===== src/rtl/period_gen_pkg.sv =====
// Shared types and defaults for the programmable square-wave generator.
package period_gen_pkg;

    typedef enum logic [1:0] {
        IDLE = 2'd0,
        HIGH = 2'd1,
        LOW  = 2'd2
    } state_t;

    localparam int DEF_CLK_FREQ = 125_000_000;
    localparam int DEF_NS_SHIFT = 3;

endpackage


===== src/rtl/period_gen.sv =====
// Square-wave generator: period/high times in ns, converted to clock ticks,
// double-buffered so a new configuration only takes effect at a period boundary.
module period_gen
    import period_gen_pkg::*;
#(
    parameter int CLK_FREQ = DEF_CLK_FREQ,
    parameter int NS_SHIFT = DEF_NS_SHIFT,
    parameter int WIDTH    = 32
) (
    input  logic             sysclk,
    input  logic             resetn,
    input  logic             enable,
    input  logic             cfg_valid,
    output logic             cfg_ready,
    input  logic [WIDTH-1:0] cfg_period_ns,
    input  logic [WIDTH-1:0] cfg_high_ns,
    output logic             wave_o,
    output logic             edge_o,
    output logic             cfg_err
);

    // The ns-to-tick shift only makes sense if it matches the clock period.
    if ((1_000_000_000 / CLK_FREQ) != (1 << NS_SHIFT)) begin : g_tick_check
        $error("period_gen: NS_SHIFT does not match CLK_FREQ");
    end

    state_t           state, state_nxt;
    logic [WIDTH-1:0] cnt, cnt_nxt;

    logic [WIDTH-1:0] act_p, act_h;
    logic             act_valid;
    logic [WIDTH-1:0] pend_p, pend_h;
    logic             pend_valid;

    logic [WIDTH-1:0] conv_p, conv_h;
    logic             xfer, cfg_bad, apply;
    logic [WIDTH-1:0] eff_p, eff_h;
    logic             eff_valid;

    assign conv_p    = cfg_period_ns >> NS_SHIFT;
    assign conv_h    = cfg_high_ns >> NS_SHIFT;
    assign cfg_bad   = (conv_p < WIDTH'(2)) || (conv_h == '0) || (conv_h >= conv_p);
    assign cfg_ready = !pend_valid;
    assign xfer      = cfg_valid && cfg_ready;

    // NOTE: every variable gets a default before the case so no path can infer a latch.
    always_comb begin
        state_nxt = state;
        cnt_nxt   = cnt;
        apply     = 1'b0;
        eff_p     = pend_valid ? pend_p : act_p;
        eff_h     = pend_valid ? pend_h : act_h;
        eff_valid = pend_valid || act_valid;
        unique case (state)
            IDLE: begin
                apply = pend_valid;
                if (enable && eff_valid) begin
                    state_nxt = HIGH;
                    cnt_nxt   = eff_h - WIDTH'(1);
                end
            end
            HIGH: begin
                if (cnt == '0) begin
                    state_nxt = LOW;
                    cnt_nxt   = act_p - act_h - WIDTH'(1);
                end else begin
                    cnt_nxt = cnt - WIDTH'(1);
                end
            end
            LOW: begin
                if (cnt == '0) begin
                    if (enable) begin
                        state_nxt = HIGH;
                        apply     = pend_valid;
                        cnt_nxt   = eff_h - WIDTH'(1);
                    end else begin
                        state_nxt = IDLE;
                        cnt_nxt   = '0;
                    end
                end else begin
                    cnt_nxt = cnt - WIDTH'(1);
                end
            end
            default: begin
                state_nxt = IDLE;
                cnt_nxt   = '0;
            end
        endcase
    end

    // Period length eff_p is implied by the LOW reload; only H is needed on entry.
    logic unused_eff_p;
    assign unused_eff_p = ^eff_p;

    // NOTE: state uses non-blocking assignments so every register samples pre-edge values.
    always_ff @(posedge sysclk or negedge resetn) begin
        if (!resetn) begin
            state      <= IDLE;
            cnt        <= '0;
            wave_o     <= 1'b0;
            edge_o     <= 1'b0;
            cfg_err    <= 1'b0;
            act_p      <= '0;
            act_h      <= '0;
            act_valid  <= 1'b0;
            pend_p     <= '0;
            pend_h     <= '0;
            pend_valid <= 1'b0;
        end else begin
            state   <= state_nxt;
            cnt     <= cnt_nxt;
            wave_o  <= (state_nxt == HIGH);
            edge_o  <= (state_nxt == HIGH) && (state != HIGH);
            cfg_err <= xfer && cfg_bad;
            if (apply) begin
                act_p     <= pend_p;
                act_h     <= pend_h;
                act_valid <= 1'b1;
            end
            // xfer needs an empty pending slot and apply needs a full one, so they never collide.
            if (xfer && !cfg_bad) begin
                pend_p     <= conv_p;
                pend_h     <= conv_h;
                pend_valid <= 1'b1;
            end else if (apply) begin
                pend_valid <= 1'b0;
            end
        end
    end

endmodule

===== config.mk =====
export PLATFORM = sky130hd
export DESIGN_NAME = period_gen
export DESIGN_NICKNAME = d
export VERILOG_FILES = /design/src/rtl/period_gen_pkg.sv /design/src/rtl/period_gen.sv
export SDC_FILE = /design/constraint.sdc
export NUM_CORES = 1
export LEC_CHECK = 0
export ABC_CLOCK_PERIOD_IN_PS = 11100
export CORE_MARGIN = 2
export CORE_UTILIZATION = 25
export CTS_CLUSTER_DIAMETER = 30
export DETAILED_ROUTE_END_ITERATION = 16
export PLACE_DENSITY = 0.45
export SLEW_MARGIN = 20
export SYNTH_ARGS = -nofsm -noshare
export SYNTH_HDL_FRONTEND = slang
export SYNTH_SLANG_ARGS = --single-unit

===== constraint.sdc =====
create_clock -name sysclk -period 11.1 [get_ports sysclk]
set_clock_uncertainty 0.1 [all_clocks]
set_input_delay 2.22 -clock sysclk [delete_from_list [all_inputs] [get_ports sysclk]]
set_output_delay 2.22 -clock sysclk [all_outputs]
set_load 0.03 [all_outputs]

# Yosys cells after proc, flatten, opt, wreduce, memory -nomap -nowiden
# Cells that the tools add are included.
[word_totals] reg_bits=155 latchBits=0 ramBits=0 rom_bits=0 inputBits=68 out_inout_bits=4 word_cells=52 n_memories=0
[op_classes] add_sub_neg=4 n_mul=0 div_mod_pow=0 magnitude_cmp=2 n_eq_ne=5 shifts=0 muxes=16 bitwise_logic=0 n_reduce_logical=14
[ops] operator="$mux 32" n=4
[ops] operator="$pmux 32 s3" n=1
[ops] operator="$logic_not 32->1" n=2
[ops] operator="$sub 32x1->32 const B" n=1
[ops] operator="$sub 30x2->31 const B" n=1
[ops] operator="$sub 29x1->30 const B" n=1
[ops] operator="$sub 29x29->30" n=1
[ops] operator="$ge 29x29->1" n=1
[ops] operator="$lt 29x2->1 const B" n=1
[ops] operator="$mux 29" n=1
[ops] operator="$mux 2" n=3
[ops] operator="$pmux 2 s3" n=1
[ops] operator="$logic_and 1x1->1" n=5
[ops] operator="$mux 1" n=5
[ops] operator="$eq 2x1->1 const B" n=2
[ops] operator="$logic_or 1x1->1" n=3
[ops] operator="$eq 2x2->1 const B" n=1
[ops] operator="$logic_not 1->1" n=2
[ops] operator="$logic_not 2->1" n=1
[ops] operator="$ne 2x1->1 const B" n=1
[ops] operator="$ne 2x2->1 const B" n=1
[ops] operator="$pmux 1 s2" n=1
[ops] operator="$reduce_bool 2->1" n=1

# Logic depth before layout (Yosys ltp)
# Gate-level depths: netlist (run 1).
[depth] ltp_word=6 depth_mapped=18 ltp_nobuf=13

# Worst setup path after synthesis (run 1)
# OpenSTA, ideal clock, no wires.
[synth_timing] path_type="input port to flip-flop" startpoint="input port cfg_period_ns[4]" endpoint="register pend_h[19]" setup_ns=0.125 arrival_time_ns=4.985 required_ns=10.875 path_slack_ns=5.890 stages=15 n_path_buf=3 cell_sequence="inv_1 > ha_1 > nor2b_1 > o21a_1 > o21a_1 > o21ai_1 > a21oi_1 > o31a_1 > o211ai_1 > a21oi_1 > or4_1 > clkbuf_1 > buf_1 > clkbuf_1 > mux2_2"
[synth_via] elab_chain_len=5 elab_cells_between_ends=6 cone_classes="2 x order compare; 4 x reduce/logical"
[synth_rtl] item="from (decl)" line_no="period_gen.sv:15" text="input logic [WIDTH-1:0] cfg_period_ns,"
[synth_rtl] item="$lt 29x2->1" line_no="period_gen.sv:42" text="assign cfg_bad = (conv_p < WIDTH'(2)) || (conv_h == '0) || (conv_h >= conv_p);"
[synth_rtl] item="$logic_or 1x1->1" line_no="period_gen.sv:42"
[synth_rtl] item="$logic_or 1x1->1 (*)" line_no="period_gen.sv:42"
[synth_rtl] item="$logic_not 1->1 (*)" line_no="period_gen.sv:121" text="if (xfer && !cfg_bad) begin"
[synth_rtl] item="$logic_and 1x1->1 (*)" line_no="period_gen.sv:121"
[synth_rtl] item="to (signal assigned)" line_no="period_gen.sv:123" text="pend_h <= conv_h;"
[synth_rtl] item="to (decl)" line_no="period_gen.sv:32" text="logic [WIDTH-1:0] pend_p, pend_h;"
# Mark *: on every way between the ends. The rest lies on a longest branch, timed or not.
# A chain may end at the register's enable or synchronous reset.

# Worst setup path after layout (run 1)
[layout_timing] startpoint="input port cfg_period_ns[4]" endpoint="register pend_h[11]"
# Same word-level chain as after synthesis.

==> results, run 1 <==
- Counting along the longest clock path gives a buffer depth of 2.
- For this run, the share of the core covered by cells in the final layout is 29.0%.
- Leaving out fill and tap cells, the most frequent cell in the layout is dfrtp_1.
- The signal arrival time at the worst endpoint is 5860 ps.
- The width of the die is 221 um.
- The worst setup path is captured at a flop.
- In this run, synthesis produced a sequential element count of 155.
- The total via count in the routed design is 10.0k.
- The total wirelength of the detailed-routed design is 36400 um.
- Summing all placed instances gives a cell area of 12900 um2.
- The library cells used most frequently in the layout, excluding fill and tap cells, are dfrtp_1 (154), nand2_1 (117), o21ai_0 (110).
- The net count of the mapped netlist is 1468.
- The achievable clock frequency is 177 MHz.
- The via density per instance is 5.03.
- The run finished with clean final reports.
- The critical path is of the primary input to flop type.
- The slew at the pin with the worst max-slew slack is 1160 ps.
- The type of origin of the critical path is a primary input.
- The CTS H-tree depth is 4.
- The worst register-to-register path has a depth of 12.
- TritonCTS built the clock tree.
- In this run the count of I/O pins placed on the die edge is 72.
- The post-synthesis sequential area ratio is 33.1%.
- The number of buffers inserted by port buffering is 65.
- For this configuration, the core starts out at a cell density of 25.2%.
- The number of antenna violations at the first check in global routing is 0.
- For met3 alone, demand over resource in global routing was 2.09%.
- Setup violations remaining at the end of the flow were counted as 0.
- The endpoint required time on the critical path is 11320 ps.
- Along the worst hold path, the cell count comes to 2.
- The setup fix buffers added after clock tree synthesis is 0.
- Once the clock tree was built, the resizer swapped 0 gates to a different size.
- The first-pass detailed-route iteration total is 5.
- IR analysis of the VDD net gives a maximum drop of 0.107 mV.
- The predominant post-synthesis flop cell is dfrtp_1.
- The number of violations of the max-capacitance limit is 0.
- The count of final max-slew check failures is 0.
- The worst hold margin is 387 ps.
- The number of global-route vias before repair is 9747.
- The post-detailed-route wirelength per cell is 18.3 um.
- The global-route met1 utilization is 21.6%.
- The mapped netlist covers 11700 um2.
- The wire length of the first global-routing pass is 57000 um.
- The number of warnings printed during yosys synthesis is 0.
- The final hold violation count came to 0.
- The ratio of final minimum period to clock period is 50.8%.
- met2 is the most crowded layer.
- The buffer cell driving the clock tree root is clkbuf_16.
- The total core area is 46500 um2.
- The number of antenna diodes in the final layout is 0.
- The async set-or-reset flop fraction in the synthesized netlist is 100%.
- The synthesized area per cell is 8.76 um2.
- TritonCTS created 17 clock buffers.
- Global routing used 24.4% of the available met2 tracks.
- Yosys mapped a number of flops with a built-in enable equal to 0.
- The number of nets with antenna violations after detailed routing is 0.
- The final-layout setup total negative slack is 0 ps.
- The number of sinks driven by the clock tree is 155.
- The fraction of final layout cells sized beyond drive strength 1 is 12.1%.
- Global routing used 15.3% of the available tracks across all layers.
- Setup repair after global routing left no endpoint under its margin.
- In this run, the number of DRC markers left after iteration 0 of detailed routing was 832.
- Detailed placement ended at an HPWL of 28000 um.
- The initialized floorplan defines 79 standard-cell rows.
- Entering global routing, the biggest net connects 94 pins.
- Routability-driven placement finished with a final weighted congestion of 0.818.
- In the synthesized netlist, the number of instances is 1338.
- The die outline area is 48600 um2.
- In this run the worst hold path is classified as flop to flop.
- After global routing the overflow that remains totals 0.
- The top fanout value on the critical path is 59.
- The finished layout cell area is 13500 um2.
- From synthesis to final layout, the design area changed by 14.8%.
- Buffers inserted to repair hold after CTS numbered 0.
- The shortest period the worst path allows is 5640 ps.
- The source-to-sink clock delay at the later pin of the worst-skew pair is 450 ps.
- The clock-pin slew on the worst setup and hold paths is 70 ps.
- The total power is 1240 uW.
- The worst pin sits at a relative slew slack of 22.0%.
- After the last flow step, the layout net total stands at 1500.
- The count of unique library cells instantiated by Yosys is 93.
- For this run, design rule violations remaining after detail routing come to 0.
- The static leakage power is 0.00604 uW.
- The die is 221 um tall.
- The power density over the cells is 92.3 nW/um2.
==> layout make-up <==
class,instances,area (um2)
clock inverters,11,133
inverters,76,285
repair buffers,77,742
fillers,4952,33000
well taps,607,759
flip-flops and latches,155,3880
multi-input cells,1043,7200
clock buffers,21,460
==> stage by stage <==
stage	setup WS, ps	cells
2_1_floorplan	5890	1338
3_3_place_gp	4880	1958
3_5_place_dp	4900	1958
4_1_cts	5380	1990
5_1_grt	5240	1990
6_report	5460	1990
==> logic make-up after synthesis <==
logic type / after synthesis / synth area share (%)
xor+xnor: 77 / 5.75
compound gates: 330 / 18.1
flops: 155 / 33.1
simple gates: 464 / 20.5
buf+inv: 140 / 5.54
mux: 110 / 10.3
fa+ha+maj: 62 / 6.68
==> report_power, final <==
| part | internal (uW) | total [uW] | switching (uW) | leakage (uW) |
|---|---|---|---|---|
| Clock | 346 | 609 | 263 | 0.000273 |
| Combinational | 31.7 | 68.8 | 37.1 | 0.00384 |
| Sequential | 565 | 565 | 0 | 0.00193 |
| Total | 942 | 1240 | 300 | 0.00604 |
==> routing by layer <==
layer,vias up,wire length (um)
met1,4820,18000
met4,0,597
met2,206,16400
met5,-,0
li1,4949,-
met3,34,1290
==> cells in the mapped netlist (all sizes together), types with 32 or more instances <==
cell / number / share of area [%]
ha: 61 / 6.5
nand2: 118 / 3.8
o21ai: 115 / 4.9
dfrtp: 155 / 33
inv: 76 / 2.4
nor2: 91 / 2.9
nor3: 53 / 2.3
a21oi: 78 / 3.6
mux2: 88 / 8.5
nor4: 32 / 2.0
xnor2: 55 / 4.1
clkbuf: 44 / 1.8
==> path summary, 6_finish.rpt <==
kind                                       startpoint                      to  slack, ps
min in group asynchronous                      resetn  pend_p[26]$_DFFE_PN0P_       1760
worst max register to register   act_h[0]$_DFFE_PN0P_     cnt[29]$_DFFE_PN0P_       6610
worst min register to register  pend_p[0]$_DFFE_PN0P_    act_p[0]$_DFFE_PN0P_        390
worst min-delay path            pend_p[0]$_DFFE_PN0P_    act_p[0]$_DFFE_PN0P_        390
worst max-delay path                 cfg_period_ns[4]  pend_h[11]$_DFFE_PN0P_       5460
max in group asynchronous                      resetn  pend_h[18]$_DFFE_PN0P_       7760
==> worst max-delay path: stages <==
cell and delay (ps):
clkdlybuf4s50_1 590, inv_1 70, ha_1 310, nor2b_1 130
o21a_1 150, o21a_1 160, o21ai_1 110, a21oi_1 100
o31a_1 290, o211ai_1 170, a21oi_1 140, or4_2 610
buf_4 390, mux2_2 380
==> state kept, by name (all words and copies together), names as in the netlist <==
register    cells
act_h          29
act_p          29
act_valid       1
cfg_err         1
cnt            32
edge_o          1
pend_h         29
pend_p         29
pend_valid      1
state           2
wave_o          1
Note: power is estimated with default switching activity, not from simulation.
==> run 2: changes to the inputs <==
- ABC_CLOCK_PERIOD_IN_PS: 11100 -> 5200
- clock period: 11.1 -> 5.2 ns (I/O delays scaled with it)
==> run 2 against run 1 <==
Against the previous run:
- global-route usage increased by 0.32 points
- largest power group unchanged
- critical path depth decreased by 3
- combinational power increased by 120%
- die area unchanged
- largest cell class unchanged
- register-to-register slack got worse by 5700 ps
- clock power increased by 100%
- critical endpoint is now cnt[29]$_DFFE_PN0P_
==> results, run 2 (synthesis gave the netlist of run 1 again) <==
- The residual overflow from global routing is 0 (unchanged).
- The height of the die is 221 um (unchanged).
- In the finished design, the share of the clock period the worst path needs comes to 83.2%.
- The static leakage power is 0.00611 uW (+1.2%).
- The wire length of the first global-routing pass is 58100 um (+1.9%).
- The total setup violations reported at the end of the flow came to 0 (unchanged).
- The number of gates resized after cts came to 0 (unchanged).
- The number of top-level pins is 72 (unchanged).
- The count of cells along the worst register-to-register path was 11 (-1).
- The shortest period the worst path allows is 4330 ps.
- The capture point of the critical path is cnt[29]$_DFFE_PN0P_.
- The slew at the pin with the worst max-slew slack is 1040 ps (-111 ps).
- The overall global routing resource usage is 15.6% (+0.32 points).
- The CTS buffer count is 17 (unchanged).
- The detailed-route DRC error count is 0 (unchanged).
- The net count reported at finish is 1512 (+0.80%).
- The path class of the tightest hold or removal check is flop to flop.
- The startpoint identified for the worst hold timing path is pend_p[0]$_DFFE_PN0P_.
- The endpoint required time on the critical path was 5450 ps (-5870 ps).
- The starting utilization of the core area came to 25.2% (unchanged).
- In the layout the commonest cells are dfrtp_1 (154), nand2_1 (117), o21ai_0 (110).
- The site row count is 79 (unchanged).
- The number of sinks driven by the clock tree came to 155 (unchanged).
- The total wirelength of the detailed-routed design came to 37100 um (+2.0%).
- The top fanout value on the critical path is 7 (-88%).
- The finished layout cell area is 13600 um2 (+0.74%).
- The total via count in the routed design is 10.1k (+0.44%).
- The number of violations of the max-capacitance limit was 0 (unchanged).
- The clock-pin slew on the worst setup and hold paths is 70 ps (about the same).
- The HPWL after detailed placement is 28700 um (+2.5%).
- The power density over the cells is 192 nW/um2 (+110%).
- The flip-flop count of the largest register, all copies and words added is 32 (unchanged).
- STA classifies the critical path endpoint as a flop.
- The global-route met1 utilization was 22.2% (+0.63 points).
- The worst setup slack for register-to-register paths is 870 ps (-5740 ps).
- The number of nets with antenna violations after detailed routing is 0 (unchanged).
- The worst relative slew slack is 29.5% (+7.5 points).
- In this run the critical register-to-register path is launched from act_h[4]$_DFFE_PN0P_.
- The number of global-route vias before repair is 9826 (+0.81%).
- The maximum buffer depth of the clock tree is 2 (unchanged).
- The width of the die came to 221 um (unchanged).
- The source-to-sink clock delay at the later pin of the worst-skew pair is 460 ps (about the same).
- The maximum vdd ir drop is 0.230 mV (+120%).
- The achievable clock frequency is 231 MHz.
- The growth of design area from synthesis to finish is 15.7%.
- The signal arrival time at the worst endpoint is 4580 ps (-1280 ps).
- The first-pass detailed-route iteration total was 5 (unchanged).
- The post-detailed-route wirelength per cell was 18.5 um (+1.3%).
- The DRC violation total after the first TritonRoute iteration came to 735 (-12%).
- The number of buffers inserted by port buffering is 65 (unchanged).
- The top register by number of flip-flops is cnt.
- The CTS H-tree depth is 4 (unchanged).
- The final hold violation count was 0 (unchanged).
- The worst setup path is launched from a flop.
- The via density per instance is 5.02 (-0.16%).
- The met2 routing resource usage after global routing is 24.6% (+0.19 points).
- The final-layout setup total negative slack is 0 ps (unchanged).
- The number of antenna violations at the first check in global routing is 0 (unchanged).
- The maximum number of pins on one net before global-route repair is 100 (+6.4%).
- The buffer cell driving the clock tree root is clkbuf_16.
- The weighted congestion reported at the end of routability-driven placement is 0.864 (+5.5%).
- The count of final max-slew check failures is 0 (unchanged).
- The setup fix buffers added after clock tree synthesis is 0 (unchanged).
- Tracing the worst setup path back leads to its startpoint at act_h[4]$_DFFE_PN0P_.
- The library cell used most frequently in the layout, excluding fill and tap cells, is dfrtp_1.
- The post-detailed-placement cell area is 13000 um2 (+0.99%).
- The total core area is 46500 um2 (unchanged).
- The fraction of final layout cells sized beyond drive strength 1 is 12.9% (+0.83 points).
- The antenna cell count came to 0 (unchanged).
- The critical path start-end classification is flop to flop.
- The global routing usage on met3 is 2.30% (+0.21 points).
- The layer carrying the most global-route usage is met2.
- The die outline area is 48600 um2 (unchanged).
- The total of hold buffers inserted after clock tree synthesis is 0 (unchanged).
- The run finished with clean final reports.
- Setup repair after global routing left no endpoint under its margin.
- The endpoint of the worst register-to-register path is cnt[29]$_DFFE_PN0P_.
- TritonCTS built the clock tree.
-- run 2: cell types whose count changed in the layout (fill, tap and decap cells not counted) --
cell,change
clkbuf_8,-2
inv_8,+1
buf_4,+9
clkbuf_1,-1
inv_6,+1
clkinv_2,+2
clkinvlp_4,-3
bufinv_16,-1
buf_12,+3
clkinv_4,+3
-- run 2: layout make-up --
| type | count | area [um2] |
|---|---|---|
| multi-input combinational | 1043 | 7200 |
| sequential | 155 | 3880 |
| tap | 607 | 759 |
| inverter | 76 | 285 |
| clock buffer | 18 | 429 |
| clock inverter | 14 | 136 |
| timing repair buffer | 89 | 870 |
| fill | 4934 | 32900 |
-- run 2: metal layers --
metal,wire length (um),part of all wire [%]
met4,637,1.7
met2,16700,45
met3,1240,3.3
met5,0,0
met1,18500,50
-- run 2: worst min path at each step --
stage                                       to  cells past startpoint
after CTS                 act_p[0]$_DFFE_PN0P_                      2
after floorplan           act_p[0]$_DFFE_PN0P_                      2
after detailed placement  act_p[0]$_DFFE_PN0P_                      2
final                     act_p[0]$_DFFE_PN0P_                      2
after global routing      act_p[4]$_DFFE_PN0P_                      1
after global placement    act_p[0]$_DFFE_PN0P_                      2
-- run 2: worst max-delay path, stage by stage (launching register included) --
cell	delay (ps)
dfrtp_1	380
inv_1	80
ha_1	370
a21oi_1	620
a21boi_1	280
or4_2	600
o2111a_1	180
or4_4	490
nor4_4	410
nand4_1	160
xnor2_1	220
a221o_1	330
-- run 2: metrics by stage --
| step | setup WS [ps] | hold slack (ps) | cells | util, % | total power (uW) |
|---|---|---|---|---|---|
| 3_3_place_gp | 364 | 365 | 1970 | 28.0 | 1380 |
| 6_report | 871 | 386 | 2002 | 29.2 | 2600 |
| 3_5_place_dp | 403 | 379 | 1970 | 28.0 | 1380 |
| 2_1_floorplan | 875 | 344 | 1338 | - | 1270 |
| 4_1_cts | 879 | 387 | 2002 | 29.2 | 2650 |
| 5_1_grt | 587 | 413 | 2002 | 29.2 | 2710 |
-- run 2: power breakdown --
group	switching, uW	internal (uW)	total, uW
sequential	0	1210	1210
clock	577	668	1240
combinational	82.8	69.9	153
